File: config.mk
export PLATFORM = sky130hd
export DESIGN_NAME = gpio_edge_capture
export DESIGN_NICKNAME = d
export VERILOG_FILES = /design/src/rtl/gpio_cp_pkg.sv /design/src/rtl/event_fifo.sv /design/src/rtl/gpio_edge_capture.sv
export SDC_FILE = /design/constraint.sdc
export NUM_CORES = 1
export LEC_CHECK = 0
export ABC_AREA = 1
export BUFFER_PORTS_ARGS = -buffer_cell sky130_fd_sc_hd__buf_2
export CAP_MARGIN = 20
export CORE_MARGIN = 2
export CORE_UTILIZATION = 35
export CTS_BUF_LIST = sky130_fd_sc_hd__clkbuf_8
export DETAILED_ROUTE_END_ITERATION = 16
export GPL_TIMING_DRIVEN = 0
export PLACE_DENSITY = 0.59
export SYNTH_ARGS = -nofsm -noshare
export SYNTH_HDL_FRONTEND = slang
export SYNTH_SLANG_ARGS = --single-unit
File: constraint.sdc
create_clock -name CLK -period 5.65 [get_ports CLK]
set_clock_uncertainty 0.05 [all_clocks]
set_input_delay 1.4125 -clock CLK [delete_from_list [all_inputs] [get_ports CLK]]
set_output_delay 1.4125 -clock CLK [all_outputs]
set_load 0.02 [all_outputs]
File: src/rtl/gpio_cp_pkg.sv
// Shared GPIO command-processor definitions: edge polarity codes, event layout
// and the edge-enable decode used by the capture block.
package gpio_cp_pkg;

    localparam int GPIO_TS_W = 32;

    localparam logic EDGE_RISE = 1'b1;
    localparam logic EDGE_FALL = 1'b0;

    typedef struct packed {
        logic                 edgeDir;
        logic [GPIO_TS_W-1:0] ts;
    } gpio_event_t;

    // newLevel is the level being adopted, so it also encodes the edge direction.
    function automatic logic edgeWanted(input logic newLevel, input logic cfgRise,
                                        input logic cfgFall);
        return (newLevel == EDGE_RISE) ? cfgRise : cfgFall;
    endfunction

endpackage

File: src/rtl/event_fifo.sv
// Count-based circular event FIFO with wrapping pointers; the head is presented
// combinationally from storage and reads as zero when empty.
module event_fifo #(
    parameter int WIDTH = 33,
    parameter int DEPTH = 4
) (
    input  logic             CLK,
    input  logic             RST_N,
    input  logic             enq_EN,
    input  logic [WIDTH-1:0] enq_D,
    input  logic             deq_EN,
    output logic [WIDTH-1:0] deq_D,
    output logic             full,
    output logic             empty
);

    localparam int PTR_W = (DEPTH > 1) ? $clog2(DEPTH) : 1;
    localparam logic [PTR_W:0] FULL_CNT = DEPTH[PTR_W:0];

    logic [WIDTH-1:0] mem [DEPTH];
    logic [PTR_W-1:0] rdPtr;
    logic [PTR_W-1:0] wrPtr;
    logic [PTR_W:0]   count;
    logic             doEnq;
    logic             doDeq;

    assign full  = (count == FULL_CNT);
    assign empty = (count == '0);
    assign deq_D = empty ? '0 : mem[rdPtr];

    // A pop frees the slot the simultaneous push needs, so full+pop still accepts.
    assign doDeq = deq_EN && !empty;
    assign doEnq = enq_EN && (!full || doDeq);

    always_ff @(posedge CLK or negedge RST_N) begin
        if (!RST_N) begin
            rdPtr <= '0;
            wrPtr <= '0;
            count <= '0;
        end else begin
            if (doEnq) wrPtr <= wrPtr + 1'b1;
            if (doDeq) rdPtr <= rdPtr + 1'b1;
            case ({doEnq, doDeq})
                2'b10:   count <= count + 1'b1;
                2'b01:   count <= count - 1'b1;
                default: count <= count;
            endcase
        end
    end

    always_ff @(posedge CLK) begin
        if (doEnq) mem[wrPtr] <= enq_D;
    end

    popWhenEmpty: assert property (@(posedge CLK) disable iff (!RST_N) deq_EN |-> !empty);

endmodule

File: src/rtl/gpio_edge_capture.sv
// Deglitches the synchronised GPIO level, timestamps enabled edges with a
// free-running counter and queues {edge, ts} events for the command processor.
module gpio_edge_capture
    import gpio_cp_pkg::*;
#(
    parameter logic init   = 1'b0,
    parameter int   TS_W   = GPIO_TS_W,
    parameter int   FILT_W = 4,
    parameter int   DEPTH  = 4
) (
    input  logic              CLK,
    input  logic              RST_N,
    input  logic              D_IN,
    input  logic [FILT_W-1:0] cfg_filt,
    input  logic              cfg_rise,
    input  logic              cfg_fall,
    output logic              level,
    output logic              deq_RDY,
    input  logic              deq_EN,
    output logic              deq_edge,
    output logic [TS_W-1:0]   deq_ts,
    output logic              ovf,
    input  logic              ovf_clr
);

    logic [FILT_W-1:0] filtCnt;
    logic [TS_W-1:0]   ts;
    logic              edgeNow;
    logic              enqReq;
    logic              fifoFull;
    logic              fifoEmpty;
    logic [TS_W:0]     fifoHead;

    // >= rather than == so lowering cfg_filt mid-count releases the edge at once.
    assign edgeNow = (D_IN != level) && (filtCnt >= cfg_filt);
    assign enqReq  = edgeNow && edgeWanted(D_IN, cfg_rise, cfg_fall);

    always_ff @(posedge CLK or negedge RST_N) begin
        if (!RST_N) begin
            level   <= init;
            filtCnt <= '0;
        end else if (D_IN == level) begin
            filtCnt <= '0;
        end else if (edgeNow) begin
            level   <= D_IN;
            filtCnt <= '0;
        end else if (filtCnt != '1) begin
            filtCnt <= filtCnt + 1'b1;
        end
    end

    always_ff @(posedge CLK or negedge RST_N) begin
        if (!RST_N) ts <= '0;
        else        ts <= ts + 1'b1;
    end

    // Set has priority over clear so a drop in the clearing cycle is not lost.
    always_ff @(posedge CLK or negedge RST_N) begin
        if (!RST_N)                                           ovf <= 1'b0;
        else if (enqReq && fifoFull && !(deq_EN && !fifoEmpty)) ovf <= 1'b1;
        else if (ovf_clr)                                     ovf <= 1'b0;
    end

    event_fifo #(
        .WIDTH(TS_W + 1),
        .DEPTH(DEPTH)
    ) uFifo (
        .CLK   (CLK),
        .RST_N (RST_N),
        .enq_EN(enqReq),
        .enq_D ({D_IN, ts}),
        .deq_EN(deq_EN),
        .deq_D (fifoHead),
        .full  (fifoFull),
        .empty (fifoEmpty)
    );

    assign deq_RDY  = !fifoEmpty;
    assign deq_edge = fifoHead[TS_W];
    assign deq_ts   = fifoHead[TS_W-1:0];

endmodule

# After elaboration in Yosys (flattened, before gate mapping)
# Memory sizes are Yosys's and may differ from the RTL's.
# Index checks and enable logic that the tools add are counted.
[totals]
ff_bits = 45
latch_bits = 0
mem_bits_rw = 132
romBits = 0
input_bits = 11
out_inout_bits = 36
wordCells = 47
memories = 1
[op_classes]
addsub = 6
multipliers = 0
div_mod_pow = 0
n_lt_le_gt_ge = 1
eq_ne = 6
shift = 0
n_mux = 10
bitwise = 1
reduce_logical = 15
[memory_table]
columns = ["name", "depth", "word_bits", "read_ports", "rd_ports_with_merged_regs", "write_ports", "line_no", "text"]
rows = [
  ["uFifo.mem", 4, 33, 1, 0, 1, "event_fifo.sv:20", "logic [WIDTH-1:0] mem [DEPTH];"],
]
[ops]
columns = ["cell", "n"]
rows = [
  ["$mux 33", 1],
  ["$add 32x1->32 const B", 1],
  ["$mux 4", 3],
  ["$logic_and 1x1->1", 6],
  ["$pmux 3 s2", 1],
  ["$mux 1", 5],
  ["$add 2x1->2 const B", 2],
  ["$add 4x1->4 const B", 1],
  ["$ge 4x4->1", 1],
  ["$ne 4x4->1 const B", 1],
  ["$reduce_bool 2->1", 2],
  ["$add 3x1->3 const B", 1],
  ["$eq 3x3->1 const B", 1],
  ["$logic_not 1->1", 3],
  ["$logic_not 3->1", 1],
  ["$reduce_bool 3->1", 1],
  ["$sub 3x1->3 const B", 1],
  ["$eq 2x1->1 const B", 1],
  ["$eq 2x2->1 const B", 1],
  ["$reduce_and 2->1", 1],
  ["$eq 1x1->1", 1],
  ["$logic_or 1x1->1", 1],
  ["$ne 1x1->1", 1],
  ["$not 1->1", 1],
]

# Depth between registers and ports, before layout
# Gate-level depths: netlist of the first run.
[logic_depth]
ltp_word = 7
depth_mapped = 16

# Cells and area by module
# A second synthesis of the first run with hierarchy kept.
[unflattened]
hier_cells = 877
area_unflattened_um2 = 8296.7
[modules_own_cells]
columns = ["mod", "instances", "cells_each", "area_each_um2", "seq_area_each_um2"]
rows = [
  ["event_fifo", 1, 581, 6074.6, 4139.0],
  ["gpio_edge_capture", 1, 296, 2222.1, 950.9],
]

# Worst setup path before layout of the first run
# OpenSTA, ideal clock, no wires.
[synth_path]
kind = "input port to flip-flop"
start = "input cfg_filt[3]"
end = "memory uFifo.mem[0][0] (enable)"
arrival_ns = 3.652
slack_ns = 1.525
cell_stages = 8
path_buffers = 0
cell_sequence = "inv_1 > ha_1 > nand2_1 > inv_1 > nand2_1 > nand3_1 > nand3_1 > nor2_1"
[synth_via]
elab_chain_len = 6
[synth_lines]
columns = ["element", "line_no", "text"]
rows = [
  ["start, declared", "gpio_edge_capture.sv:14", "input logic [FILT_W-1:0] cfg_filt,"],
  ["$ge 4x4->1", "gpio_edge_capture.sv:35", "assign edgeNow = (D_IN != level) && (filtCnt >= cfg_filt);"],
  ["$logic_and 1x1->1", "gpio_edge_capture.sv:35", ""],
  ["$logic_and 1x1->1", "gpio_edge_capture.sv:36", "assign enqReq = edgeNow && edgeWanted(D_IN, cfg_rise, cfg_fall);"],
  ["$logic_and 1x1->1", "event_fifo.sv:33", "assign doEnq = enq_EN && (!full || doDeq);"],
  ["$mux 1", "event_fifo.sv:52", "if (doEnq) mem[wrPtr] <= enq_D;"],
  ["$mux 1 (implied by the code)", "event_fifo.sv:52", ""],
  ["end, declared", "event_fifo.sv:20", ""],
]
# Every way passes these cells.

# Worst setup path in the final report of the first run
[layout_path]
start = "register uFifo.count[0]"
end = "output deq_ts[25]"
[layout_via]
elab_chain_len = 2
[layout_lines]
columns = ["element", "line_no", "text"]
rows = [
  ["start, declared", "event_fifo.sv:23", "logic [PTR_W:0] count;"],
  ["start signal, assigned", "event_fifo.sv:44", "2'b10: count <= count + 1'b1;"],
  ["start signal, assigned", "event_fifo.sv:45", "2'b01: count <= count - 1'b1;"],
  ["start signal, assigned", "event_fifo.sv:46", "default: count <= count;"],
  ["$logic_not 3->1", "event_fifo.sv:28", "assign empty = (count == '0);"],
  ["$mux 33", "event_fifo.sv:29", "assign deq_D = empty ? '0 : mem[rdPtr];"],
  ["end, declared", "gpio_edge_capture.sv:21", "output logic [TS_W-1:0] deq_ts,"],
]
# Every way passes these cells.

==> results of run 1 <==
final cells by class:
cell class	count	area (um^2)
buffer	25	113
clock buffer	18	248
clock inverter	14	108
fill	2034	12500
inverter	48	180
multi-input combinational	429	2180
sequential	177	5090
tap	275	344
timing repair buffer	51	353
state kept, by name (all words and copies together), names as in the netlist:
register	flops
ts	32
ovf	1
filtCnt	4
uFifo.mem	132
uFifo.wrPtr	2
uFifo.rdPtr	2
uFifo.count	3
level	1
where the power goes:
| group | total [W] | internal, W | switching [W] |
|---|---|---|---|
| Sequential | 0.00150 | 0.00146 | 0.0000370 |
| Combinational | 0.00142 | 0.000432 | 0.000993 |
| Clock | 0.000785 | 0.000322 | 0.000463 |
| Total | 0.00371 | 0.00222 | 0.00149 |
worst max-delay path, stage by stage (launching register included):
cell,delay [ns]
dfrtp_1,0.43
nor2_1,0.16
nand2_1,0.11
inv_1,0.22
clkbuf_1,0.51
a21oi_1,0.14
buf_2,0.20
kinds of logic after synthesis:
| group | share of synthesized area, % |
|---|---|
| AND/OR/NAND/NOR | 15.6 |
| flip-flops | 67.5 |
| AO/OA/AOI/OAI | 7.22 |
| buffers and inverters | 3.89 |
| XOR/XNOR | 3.84 |
| adder cells (fa/ha/maj) | 1.93 |
worst paths after layout:
kind / startpoint / endpoint / slack (ns) / cells after the start
max: uFifo.count[0] / deq_ts[25] / 1.95 / 6
min: uFifo.count[2] / uFifo.count[2] / 0.43 / 2
max reg2reg: filtCnt[3] / uFifo.mem[0][20] / 2.89 / 8
min reg2reg: uFifo.count[2] / uFifo.count[2] / 0.43 / 2
max in group asynchronous: RST_N / ts[19] / 4.29 / 2
min in group asynchronous: RST_N / filtCnt[0] / 0.76 / 1
per-layer routing:
| metal | vias to the layer above | part of all wire, % | track usage, % |
|---|---|---|---|
| li1 | 2440 | - | - |
| met1 | 2311 | 48 | 21.0 |
| met2 | 74 | 48 | 24.2 |
| met3 | 10 | 3.0 | 2.88 |
| met4 | 0 | 1.3 | 4.91 |
| met5 | - | 0 | 0 |
stage by stage:
step | setup slack, ns | std cells | total power, W
6_report | 1.95 | 1037 | 0.00371
5_1_grt | 1.79 | 1037 | 0.00397
4_1_cts | 1.92 | 1036 | 0.00376
3_5_place_dp | 1.76 | 1004 | 0.00298
3_3_place_gp | 0.227 | 1000 | 0.00295
2_1_floorplan | 1.53 | 679 | 0.00246
layout by cell type (no fill, tap or decap):
master        n
nor2_1      164
edfxtp_1    132
o21ai_0      67
nand2_1      60
buf_2        54
inv_1        47
dfrtp_1      45
a21oi_1      39
xor2_1       21
clkbuf_8     18
nand3_1      14
xnor2_1      12
clkbuf_1     12
nand4_1      11
nor3_1       10
ha_1         10
clkinv_4      5
clkbuf_2      4
nor2_4        4
nand3_2       3
nor2_2        3
nor3_2        3
clkinv_2      3
inv_6         3
buf_16        3
nor3_4        2
nand2_2       2
buf_12        2
inv_2         1
nor4_1        1
buf_4         1
o21bai_1      1
o22ai_1       1
fa_1          1
inv_8         1
clkinv_1      1
clkinvlp_4    1
==> metrics, run 1 <==
status complete, no violations; Initial Util between 30% and 40%; clock buffer depth 2; Arrival @ worst endpoint 2.24 ns; CP Class reg2out; Area after DPL 8240 um^2; CTS resizes 0; period utilization 65.5%; layout cells sized above 1 between 10 and 15%; Hold Path Class reg2reg; fin crit period 3.70 ns; drt total wl about 16 mm; Hold-fix buffers, CTS 0; postcts setup bufs 0; max-slew violation count 0; htree depth 4; Critical Path Start Type flop; IO Port Bufs 46; DPL Wire Length 10.9 mm; crit path max fanout 10; TritonCTS clock tree built; CP Capture Type output port; Vias 4835; Power Dens Cells 430 nW/um^2; post-synthesis sequential area ratio 67.5%; leakage power 3.13 nW; Main synth FF type edfxtp_1; Pre-Repair DR Iteration Count 4; pin count of the biggest net entering global routing 46; post-synthesis register bit count approximately 180; first-pass GRT wire length between 20 and 30 mm; Die Wd 151 um; core footprint 21100 um^2; Clock Pin Slew Worst Setup and Hold Paths about 0.090 ns; vias in the first global route roughly 4800; initial DRC count 392; RSZ-0062 raised after global routing false; P&R area growth vs syn 14.4%; Mapped Nets around 700; Post-DRT Antenna Nets 0; fraction of registers with async set/reset 25.4%; # diodes 0; Final Hold Viols 0; FMAX 270 MHz; Ys Warns 0; Final GP Congestion ~0.86; io pins 47; Total GRT Usage 15.2%; standard-cell rows between 50 and 60; Routed WL per cell 15.4 um; share of the synthesized area in the top cell type between 50% and 60%; synthesized area approximately 7500 um^2; Hold WS 0.428 ns; Die H 151 um; top-count cell post-synth nor2_1; routed vias/inst 4.66; total gr overflow 0; Clock Latency Late Sink 0.46 ns; initial antenna violation count 0; number of distinct library cells after synthesis 27; VDD IR max ~0.20 mV; number of synthesized flops with an enable pin 132; list of most frequent post-synthesis cells nor2_1 (168), edfxtp_1 (132), o21ai_0 (67); Slew HR 56.5%; Layout Utilization slightly above 40%; CTS Root Buffer Type clkbuf_8; top cells by area, synth edfxtp_1 (53%), dfrtp_1 (15%), nor2_1 (8.4%); post-synthesis cell count 679; fin area 8620 um^2; MaxCap Viol Count 0; Synth area leader edfxtp_1; nets 771; Worst-Margin Slew 0.652 ns; CP required 4.19 ns; final total negative setup slack 0 ns; Sinks on Clock Net roughly 180; DRC Markers 0; CTS buffer count 17; Syn Area/Cell 11.1 um^2; Final setup viols 0; die area ~23000 um^2
(Power assumes the default switching activity.)
==> run 2, diff against run 1 <==
- ABC_AREA: 1 -> 0
- clock period: 5.65 -> 3.79 ns (I/O delays scaled with it)
==> run 2 against run 1 <==
Compared with the run above: register-to-register slack lost 2.1 ns; sequential power grew 45%; non-clock buffer count shrank 8; clock-buffer cell count shrank 1; total power grew 19%; combinational power shrank 20%; flip-flop and latch count is the same; critical path type unchanged; largest cell class unchanged.
==> metrics, run 2 <==
Worst-Margin Slew 0.689 ns (was 0.652 ns); clock buffer depth 2 (unchanged); Syn Area/Cell 17.0 um^2 (was 11.1 um^2); pin count of the biggest net entering global routing 46 (unchanged); max-slew violation count 0 (unchanged); IO Port Bufs 46 (unchanged); worst stage delay on the critical path 0.42 ns (was 0.51 ns); top cells by area, synth edfxtp_1 (54%), dfrtp_1 (15%), mux4_2 (10%) (was edfxtp_1 (53%), dfrtp_1 (15%), nor2_1 (8.4%)); total gr overflow 0 (unchanged); number of distinct library cells after synthesis 45 (was 27); Mapped Nets 453 (was 701); commonest non-fill, non-tap cells in the layout edfxtp_1 (132), buf_2 (50), dfrtp_1 (45) (was nor2_1 (164), edfxtp_1 (132), o21ai_0 (67)); nets 523 (was 771); Final Hold Viols 0 (unchanged); dpl cells 751 (was 1004); fin crit period between 3 and 4 ns; initial DRC count 214 (was 392); VDD IR max 0.244 mV (was 0.198 mV); CTS resizes 0 (unchanged); Top Metal Used met4 (unchanged); crit path max fanout 10 (unchanged); Critical Path Start Type flop (unchanged); Hold WS 0.402 ns (was 0.428 ns); CP required 2.79 ns (was 4.19 ns); die area 22100 um^2 (was 22700 um^2); leakage power 3.28 nW (was 3.13 nW); most common cell after layout, fill and taps aside edfxtp_1 (was nor2_1); Seq pwr share 49.3% (was 40.4%); r2r startpoint filtCnt[0] (was filtCnt[3]); final instance count without filler cells 783 (was 1037); WL met2 6.73 mm (was 7.65 mm); # diodes 0 (unchanged); Post-DRT Antenna Nets 0 (unchanged); RSZ-0062 raised after global routing false (unchanged); met1 wire length 5.96 mm (was 7.67 mm); P&R area growth vs syn 13.6% (was 14.4%); Final GP Congestion 0.739 (was 0.858); FMAX 281 MHz; Ys Warns 0 (unchanged); post-synthesis register bit count 177 (unchanged); Main synth FF type edfxtp_1 (unchanged); logic gate share of total power 25.8% (was 38.4%); DPL Wire Length 8.48 mm (was 10.9 mm); synthesized area 7320 um^2 (was 7540 um^2); first-pass GRT wire length 21.2 mm (was 26.0 mm); Die Wd 149 um (was 151 um); Most Frequent Cell on Critical Path clkbuf_1; number of synthesized flops with an enable pin 132 (unchanged); TritonCTS clock tree built (unchanged); Clock Latency Late Sink 0.46 ns (about the same); status complete, no violations (unchanged); Psw 0.00136 W (was 0.00149 W); max reg flops 132 (unchanged); share of the synthesized area in the top cell type 54.2% (was 52.6%); vias in the first global route 3933 (was 4780); final total negative setup slack 0 ns (unchanged); post-synthesis sequential area ratio 69.6% (was 67.5%); CP Capture Type output port (unchanged); core footprint 20400 um^2 (was 21100 um^2); internal power 0.00306 W (was 0.00222 W); CTS Root Buffer Type clkbuf_8 (unchanged); Power Dens Cells 532 nW/um^2 (was 430 nW/um^2); initial antenna violation count 0 (unchanged); Hold Path Class in2async (was reg2reg); crit path launch uFifo.count[0] (unchanged); Clock Pin Slew Worst Setup and Hold Paths 0.08 ns (was 0.09 ns); CP max stage cell clkbuf_1 (unchanged); top-count cell post-synth edfxtp_1 (was nor2_1); Vias 3842 (was 4835); Total GRT Usage 12.8% (was 15.2%); CP Class reg2out (unchanged); Arrival @ worst endpoint 2.56 ns (was 2.24 ns); drt total wl 13.3 mm (was 16.0 mm); Most flops, register uFifo.mem (unchanged); Final setup viols 0 (unchanged); met3 wire len 480 um (was 487 um); PnR worst setup slack 0.235 ns (was 1.95 ns); fraction of registers with async set/reset 25.4% (unchanged); CP delay by family, top buffers and inverters (unchanged); standard-cell rows 52 (was 53); switching share of power 30.7% (was 40.2%); post-synthesis cell count 431 (was 679); io pins 47 (unchanged); top flop regs uFifo.mem (132), ts (32), filtCnt (4) (unchanged); Sinks on Clock Net 177 (unchanged); Routed WL per cell 17.0 um (was 15.4 um); htree depth 4 (unchanged); pre-CTS setup slack 0.206 ns (was 1.76 ns); Hold-fix buffers, CTS 0 (unchanged); list of most frequent post-synthesis cells edfxtp_1 (132), dfrtp_1 (45), and2_1 (40) (was nor2_1 (168), edfxtp_1 (132), o21ai_0 (67)); Pre-Repair DR Iteration Count 4 (unchanged); Buf/Inv on CP 4 (was 3); Initial Util 35.9% (was 35.7%); layout cells sized above 1 25.7% (was 14.8%); Slew HR 54.1% (was 56.5%); DRC Markers 0 (unchanged); MaxCap Viol Count 0 (unchanged); period utilization 93.8%; clock power share 24.9% (was 21.2%); routed vias/inst 4.91 (was 4.66); CP cell instances clkbuf_1, or3_1, clkbuf_1, clkbuf_1, and2_1, buf_2 (was nor2_1, nand2_1, inv_1, clkbuf_1, a21oi_1, buf_2); Synth area leader edfxtp_1 (unchanged); Die H 149 um (was 151 um); postcts setup bufs 0 (unchanged); CTS buffer count 17 (unchanged)
run 2: changes by cell type after synthesis, moves of 5 or more:
cell / change
a21oi_1: -35
and2_1: +40
inv_1: -37
mux4_2: +33
nand2_1: -44
nand4_1: -5
nor2_1: -151
nor3_1: -6
o21ai_0: -62
xnor2_1: +14
xor2_1: -12
run 2: path summary, 6_finish.rpt:
check / to / slack [ns] / cells past startpoint
worst max-delay path: deq_ts[3] / 0.23 / 6
worst min-delay path: uFifo.count[1] / 0.40 / 1
worst max register to register: uFifo.count[1] / 0.76 / 12
worst min register to register: ovf / 0.45 / 1
max in group asynchronous: ts[15] / 2.77 / 2
min in group CLK: ovf / 0.45 / 1
run 2: through the flow:
step	total power, W	instance area, um^2	util, %
after floorplan	0.00305	7320	-
after global placement	0.00335	7890	38.7
after detailed placement	0.00339	7970	39.1
after CTS	0.00449	8300	40.7
after global routing	0.00466	8320	40.8
final	0.00442	8320	40.8
run 2: power by group through the flow:
stage | clock network, W | logic [W] | registers [W]
floorplan | 0 | 0.000833 | 0.00222
global placement | 0 | 0.00113 | 0.00222
detailed placement | 0 | 0.00117 | 0.00222
CTS | 0.00114 | 0.00117 | 0.00218
global route | 0.00121 | 0.00126 | 0.00219
finish | 0.00110 | 0.00114 | 0.00218
run 2: layer usage:
layer,vias to the layer above,track usage [%]
met5,-,0
met4,0,3.90
met3,14,3.28
met2,74,21.5
met1,1978,16.4
li1,1776,-
run 2: area by class of cell:
type | instances | area [um^2]
Sequential cell | 177 | 5090
Clock inverter | 14 | 90.1
Fill cell | 1845 | 12000
Buffer | 17 | 83.8
Clock buffer | 17 | 234
Inverter | 10 | 37.5
Timing Repair Buffer | 51 | 330
Multi-Input combinational cell | 227 | 2110
Tap cell | 270 | 338
run 2: logic make-up (layout without fill, tap and decap cells):
logic type               Yosys count  after routing  synth area share (%)
AO/OA/AOI/OAI                     22             22                  2.03
XOR/XNOR                          35             35                  4.19
adder cells (fa/ha/maj)           11             11                  1.98
buffers and inverters             27            109                  1.66
flip-flops                       177            177                  69.6
multiplexers                      36             36                  10.6
AND/OR/NAND/NOR                  123            123                  9.98
run 2: worst reg2reg max path: stages (launching register included):
cell and delay [ns]:
dfrtp_1 0.44, inv_1 0.07, ha_1 0.27, nor3b_1 0.26
o21ai_2 0.18, and2_1 0.20, buf_6 0.13, nor2_1 0.12
fa_1 0.49, o211ai_1 0.16, o21ai_0 0.12, a41o_1 0.22
a211o_1 0.22
